### config.mk
export PLATFORM = sky130hd
export DESIGN_NAME = cache_line_refill
export DESIGN_NICKNAME = d
export VERILOG_FILES = /design/src/rtl/cache_line_refill.sv
export SDC_FILE = /design/constraint.sdc
export NUM_CORES = 1
export LEC_CHECK = 0
export ABC_AREA = 1
export BUFFER_PORTS_ARGS = -buffer_cell sky130_fd_sc_hd__buf_4
export CORE_MARGIN = 2
export CORE_UTILIZATION = 39
export CTS_CLUSTER_DIAMETER = 40
export DETAILED_ROUTE_END_ITERATION = 10
export PLACE_DENSITY = 0.69
export SETUP_SLACK_MARGIN = 0.1
export SYNTH_ARGS = -nofsm -noshare
export SYNTH_HDL_FRONTEND = slang
export SYNTH_SLANG_ARGS = --single-unit
### constraint.sdc
create_clock -name clk -period 2.6 [get_ports clk]
set_input_delay 0 -clock clk [delete_from_list [all_inputs] [get_ports clk]]
set_output_delay 0 -clock clk [all_outputs]
set_load 0.05 [all_outputs]
### src/rtl/cache_line_refill.sv
// cache_line_refill: fetches one 16-word line from backing memory and writes it into the cache.
// Latency: first memory request 1 cycle after miss acceptance; fill_done 18 cycles after it with a 1-cycle memory.
// Backpressure: miss_ready only in IDLE; requests stall on mem_req_ready and on MAX_OUTSTANDING; responses never stall.
//
// Ports:
//   clk, rst             rising-edge clock, asynchronous active-high reset
//   miss_*               miss request from the cache (valid/ready, 32-bit word address)
//   mem_req_*            read request channel to backing memory (valid/ready, word address)
//   mem_resp_*           in-order read responses, one word per valid cycle, no backpressure
//   fill_*               registered word writes into the cache data array, tag/index of the line,
//                        and a one-cycle fill_done pulse when the whole line has been written
//
// Build option: define CACHE_REFILL_CWF_EN for critical-word-first ordering (the line starts at
// the missing word and wraps). Without it every line is fetched in offset order 0..15.
module cache_line_refill #(
   parameter int MAX_OUTSTANDING = 4
) (
   input  logic        clk,
   input  logic        rst,
   input  logic        miss_valid,
   output logic        miss_ready,
   input  logic [31:0] miss_addr,
   output logic        mem_req_valid,
   input  logic        mem_req_ready,
   output logic [31:0] mem_req_addr,
   input  logic        mem_resp_valid,
   input  logic [31:0] mem_resp_data,
   output logic        fill_we,
   output logic [7:0]  fill_index,
   output logic [3:0]  fill_offset,
   output logic [31:0] fill_data,
   output logic [19:0] fill_tag,
   output logic        fill_done
);

   typedef enum logic [1:0] {
      ST_IDLE = 2'd0,
      ST_FILL = 2'd1,
      ST_DONE = 2'd2
   } state_t;

   localparam logic [4:0] LINE_WORDS = 5'd16;
   localparam logic [4:0] MAX_OUT    = 5'(MAX_OUTSTANDING);

   // Line base address (addr[31:4]); tag and index are its upper and lower slices, so they are
   // not stored separately.
   state_t      state_q, state_d;
   logic [27:0] line_q, line_d;
   logic [3:0]  start_q, start_d;
   logic [4:0]  iss_cnt_q, iss_cnt_d;
   logic [4:0]  rsp_cnt_q, rsp_cnt_d;
   logic        fill_we_q, fill_we_d;
   logic [3:0]  fill_offset_q, fill_offset_d;
   logic [31:0] fill_data_q, fill_data_d;
   logic        fill_done_q, fill_done_d;

   logic [3:0]  miss_start;
   logic [4:0]  outstanding;
   logic [3:0]  req_offset;
   logic [3:0]  rsp_offset;
   logic        req_fire;
   logic        resp_take;

`ifdef CACHE_REFILL_CWF_EN
   assign miss_start = miss_addr[3:0];
`else
   // Offset bits of the miss address are irrelevant when lines are always fetched from word 0.
   logic miss_offset_unused;
   assign miss_offset_unused = ^miss_addr[3:0];
   assign miss_start         = 4'd0;
`endif

   // Counts are 5 bits so "all 16 issued/answered" is distinguishable from zero; the 4-bit
   // offsets wrap naturally for critical-word-first ordering.
   assign outstanding = iss_cnt_q - rsp_cnt_q;
   assign req_offset  = start_q + iss_cnt_q[3:0];
   assign rsp_offset  = start_q + rsp_cnt_q[3:0];

   assign mem_req_addr = {line_q, req_offset};
   assign req_fire     = mem_req_valid && mem_req_ready;

   // A response is only meaningful while a line is in flight; anything arriving in IDLE or DONE
   // (e.g. stale traffic after a reset) is dropped.
   assign resp_take = (state_q == ST_FILL) && mem_resp_valid && (rsp_cnt_q < LINE_WORDS);

   always_comb begin
      state_d       = state_q;
      line_d        = line_q;
      start_d       = start_q;
      iss_cnt_d     = iss_cnt_q;
      rsp_cnt_d     = rsp_cnt_q;
      fill_we_d     = 1'b0;
      fill_offset_d = fill_offset_q;
      fill_data_d   = fill_data_q;
      fill_done_d   = 1'b0;
      miss_ready    = 1'b0;
      mem_req_valid = 1'b0;

      case (state_q)
         ST_IDLE: begin
            miss_ready = 1'b1;
            if (miss_valid) begin
               line_d    = miss_addr[31:4];
               start_d   = miss_start;
               iss_cnt_d = 5'd0;
               rsp_cnt_d = 5'd0;
               state_d   = ST_FILL;
            end
         end

         ST_FILL: begin
            // Derived only from registered counts, so valid and address cannot change while a
            // request waits for mem_req_ready.
            mem_req_valid = (iss_cnt_q < LINE_WORDS) && (outstanding < MAX_OUT);

            if (req_fire) begin
               iss_cnt_d = iss_cnt_q + 5'd1;
            end

            if (resp_take) begin
               fill_we_d     = 1'b1;
               fill_offset_d = rsp_offset;
               fill_data_d   = mem_resp_data;
               rsp_cnt_d     = rsp_cnt_q + 5'd1;
               // The last word's write and fill_done land in the same (DONE) cycle.
               if (rsp_cnt_q == 5'd15) begin
                  fill_done_d = 1'b1;
                  state_d     = ST_DONE;
               end
            end
         end

         ST_DONE: begin
            state_d = ST_IDLE;
         end

         default: begin
            state_d = ST_IDLE;
         end
      endcase
   end

   always_ff @(posedge clk or posedge rst) begin
      if (rst) begin
         state_q       <= ST_IDLE;
         line_q        <= 28'd0;
         start_q       <= 4'd0;
         iss_cnt_q     <= 5'd0;
         rsp_cnt_q     <= 5'd0;
         fill_we_q     <= 1'b0;
         fill_offset_q <= 4'd0;
         fill_data_q   <= 32'd0;
         fill_done_q   <= 1'b0;
      end else begin
         state_q       <= state_d;
         line_q        <= line_d;
         start_q       <= start_d;
         iss_cnt_q     <= iss_cnt_d;
         rsp_cnt_q     <= rsp_cnt_d;
         fill_we_q     <= fill_we_d;
         fill_offset_q <= fill_offset_d;
         fill_data_q   <= fill_data_d;
         fill_done_q   <= fill_done_d;
      end
   end

   assign fill_we     = fill_we_q;
   assign fill_offset = fill_offset_q;
   assign fill_data   = fill_data_q;
   assign fill_done   = fill_done_q;
   // Held from miss acceptance until the next accepted miss; the cache latches the tag on fill_done.
   assign fill_index  = line_q[7:0];
   assign fill_tag    = line_q[27:8];

endmodule

Word level (Yosys, flattened, before mapping)
Index checks and enable logic that the tools add are counted.

operators by class
  add/subtract/negate cells = 3
  multipliers = 0
  div/mod/pow operators = 0
  magnitude comparators = 3
  eq/ne operators = 6
  shift-type cells = 0
  mux-type cells = 16
  bitwise operators = 0
  reduce and logical (&&, ||, !) cells = 11

operators by type and width
  operator               count
  $pmux W5 S2            2
  $mux W5                3
  $add A5 B1 Y5 const B  2
  $lt A5 B5 Y1 const B   2
  $reduce_and A3 Y1      3
  $mux W1                7
  $mux W2                3
  $ne A2 B2 Y1 const B   3
  $eq A5 B4 Y1 const B   1
  $lt A5 B3 Y1 const B   1
  $sub A5 B5 Y5          1
  $logic_and A1 B1 Y1    4
  $pmux W2 S2            1
  $reduce_and A2 Y1      2
  $eq A2 B1 Y1 const B   1
  $logic_not A2 Y1       1
  $ne A2 B1 Y1 const B   1
  $reduce_bool A2 Y1     1

word-level totals
  flip-flop bits (word level) = 78
  latch bits = 0
  RAM bits = 0
  ROM bits = 0
  bits of input ports = 69
  output and inout bits = 100
  logic and storage cells = 47
  memories = 0

Logic depth before layout (Yosys ltp)
  depth after elaboration = 7
  gate-level depth with buffers = 10
  gate-level depth less buffers = 10

Worst setup path after synthesis
OpenSTA, ideal clock, no wires.

  path type = reg2out
  start point = reg iss_cnt_q[3]
  end point = out mem_req_valid
  arrival = 1.565 ns
  required time = 2.600 ns
  setup slack = 1.035 ns
  stages on the path, launching flop included = 6
  buffers on the path = 0
  cell sequence = dfrtp_1 -> ha_1 -> o21ai_1 -> nand2_1 -> nor2_4 -> and3_1

on the way
  cells in the longest elaborated chain, start to end = 4

ends and longest elaborated chain
  item                      line  source
  start: declaration        50    logic [4:0] iss_cnt_q, iss_cnt_d;
  start signal: assignment  158   iss_cnt_q <= iss_cnt_d;
  $sub A5 B5 Y5             75    assign outstanding = iss_cnt_q - rsp_cnt_q;
  $lt A5 B3 Y1              114   mem_req_valid = (iss_cnt_q < LINE_WORDS) && (outstanding < MAX_OUT);
  $logic_and A1 B1 Y1 *     114
  $mux W1 *                 99    case (state_q)
  end: declaration          23    output logic mem_req_valid,

Every way passes the cells marked *; elsewhere a longest branch is shown, timed or not.

Worst setup path after layout
Ends and elaborated chain as after synthesis.

==> impl_metrics.ini <==
[sta]
max_freq_ghz = 0.526
tns_ps = 0
finalHoldViolations = 0
final_max_slew_viol_count = 0
fin_ws_ps = 698
relSlewSlack = 0.523
finalCriticalPeriod_ps = 1900
rsz0062_at_grt = no
hold_ws_ps = 73.3
fin_skew_ps = 8.55
finalSetupViolCount = 0
worst_slew_pin_slew_ps = 715
finalCritPeriodShare = 0.731

[die]
initial_utilization = 0.404
core_mm2 = 0.00876
fp.dieW_um = 99.3
num_rows = 34
die-height_um = 99.3
fp.dieArea_mm2 = 0.00986
ios = 169

[routing]
wirelength_mm = 8.81
ant_nets = 0
vias = 3146
first_pass_iters = 4
wire_per_inst_um = 12.4
via_per_inst = 4.42
drt_iter0_drc = 202
drc = 0

[global_routing]
grtUsageTotal = 0.181
grt_antenna_before_repair = 0
gr-total-overflow = 0
grt_pass1_wl_mm = 14.6
grt_pass1_vias = 3132
grt_max_degree = 44

[synth]
syn_nets = 481
synth_edf_count = 0
synth_top_cell_area_share = 0.551
syn_area_mm2 = 0.00354
synth_area_leader_cell = dfrtp_1
synthFlopType = dfrtp_1
synthCells = 406
synth-seq-area-share = 0.551
synth.avg_cell_area_um2 = 8.73
postSynth.asyncResetShare = 1.00
ys_ff_latch = 78
ys_warn_count = 0
ys_top_cells_by_area = dfrtp_1 55%, nand2_1 23%, buf_4 7.0%
synth_cell_types = 25

[final_layout]
antenna_cells = 0
nets = 675
fin_util = 0.617
fill_cells = 727
syn_to_final_growth_pct = 52.5
drive_gt1_frac = 0.328

[worst_hold_path]
hold_start = mem_req_ready
hold_path.class = input pin to flop

[run]
cap_violations = 0

[cts]
worstSkewPairLatency_ps = 340
cts_sinks = 78
clkTransAtPathRegs_ps = 80
clockBufferDepth = 2
clock-root-buffer = clkbuf_8
post_cts_buffers = 0
h-tree-depth = 3
numCtsBuffers = 9
cts_tree = done

[worst_setup_path]
path_buf_inv = 1
crit_required_ps = 2600
cp_max_fo = 5
path_cells = ha_1 > o21ai_1 > nand2_1 > nor2_4 > and3_1 > buf_4
endpoint_kind = output pin
start_kind = flop
max_stage_delay_ps = 450
crit_slowest_cell = dfrtp_1
critical_path_class = flop to output pin
timing.rr.start = iss_cnt_q[3]
startpoint = iss_cnt_q[3]
crit_family = flip-flops
worstPathArrival_ps = 1900

[placement]
portBuffers = 164
place_congestion = 0.785
place_ws_ps = 964
hpwl_mm = 5.71

[outcome]
outcome = finished, final reports clean
[sequential cells by signal, indices dropped and copies added (netlist names)]
signal / flops
fill_data: 32
fill_done: 1
fill_offset: 4
fill_we: 1
iss_cnt_q: 5
line_q: 28
rsp_cnt_q: 5
state_q: 2
[cells in the mapped netlist, types with 2 or more instances]
| cell | number |
|---|---|
| nor2_1 | 9 |
| o21ai_1 | 7 |
| buf_2 | 7 |
| a21oi_1 | 2 |
| inv_2 | 3 |
| inv_1 | 15 |
| ha_1 | 6 |
| nor2_4 | 4 |
| inv_4 | 2 |
| nand2_1 | 213 |
| nand3_1 | 8 |
| xor2_1 | 2 |
| buf_4 | 33 |
| dfrtp_1 | 78 |
| buf_6 | 6 |
| o21ai_0 | 2 |
[layout by cell type (no fill, tap or decap), drive strengths merged]
| cell type | Yosys | routed |
|---|---|---|
| nand2 | 215 | 215 |
| buf | 46 | 168 |
| dfrtp | 78 | 78 |
| dlygate4sd3 | 0 | 61 |
| inv | 20 | 19 |
| nor2 | 14 | 14 |
| clkbuf | 0 | 10 |
| nand3 | 9 | 9 |
| o21ai | 9 | 9 |
| ha | 6 | 6 |
| clkinv | 0 | 3 |
| a21oi | 2 | 2 |
| xor2 | 2 | 2 |
| bufinv | 0 | 2 |
| nand4 | 2 | 2 |
| xnor2 | 1 | 1 |
| and3 | 1 | 1 |
| o31ai | 1 | 1 |
[stage by stage]
stage                     std cells  cell area (µm²)
final                           711             5400
after global routing            711             5400
after CTS                       711             5400
after detailed placement        636             4590
after global placement          636             4590
after floorplan                 406             3540
[routing by layer]
| layer | up-vias | track usage | wire (µm) |
|---|---|---|---|
| met2 | 100 | 0.319 | 4490 |
| met5 | - | 0 | 0 |
| met3 | 12 | 0.0415 | 506 |
| met4 | 0 | 0.0527 | 149 |
| li1 | 1581 | - | - |
| met1 | 1453 | 0.224 | 3660 |
[cells by family (layout without fill, tap and decap cells)]
group / Yosys count / after routing / synth area share
flops: 78 / 78 / 0.551
simple gates: 241 / 241 / 0.280
buf+inv: 66 / 263 / 0.121
compound gates: 12 / 12 / 0.0191
fa+ha+maj: 6 / 6 / 0.0212
xor+xnor: 3 / 3 / 0.00742
[cell type report]
type	count	area, µm²	area share
Multi-Input combinational cell	262	1160	0.215
Sequential cell	78	1950	0.361
Tap cell	108	135	0.0250
Clock buffer	10	128	0.0236
Timing Repair Buffer	229	1870	0.346
Clock inverter	4	73.8	0.0137
Inverter	20	81.3	0.0151
[tightest hold or removal path, cell delays in order]
cell and delay, ps:
buf_4 120, nand4_4 130, nand3_1 70, nand2_1 60
[timing repair]
action	CTS	global route
hold endpoints to repair	83	0
setup endpoints to repair	0	0
gates resized for setup	0	0
hold buffers	61	0
[path summary, 6_finish.rpt]
check                                      to  slack, ps  cells after the start
max in group asynchronous       fill_data[31]       1670                      4
worst min-delay path             iss_cnt_q[4]         70                      4
worst max register to register   iss_cnt_q[1]        950                      8
min in group asynchronous        fill_data[4]        220                      3
worst min register to register   fill_data[1]        470                      2
worst max-delay path            mem_req_valid        700                      6
Power is not shown: default switching activity piles up to over one toggle a cycle in this logic, so the estimate is an artifact.
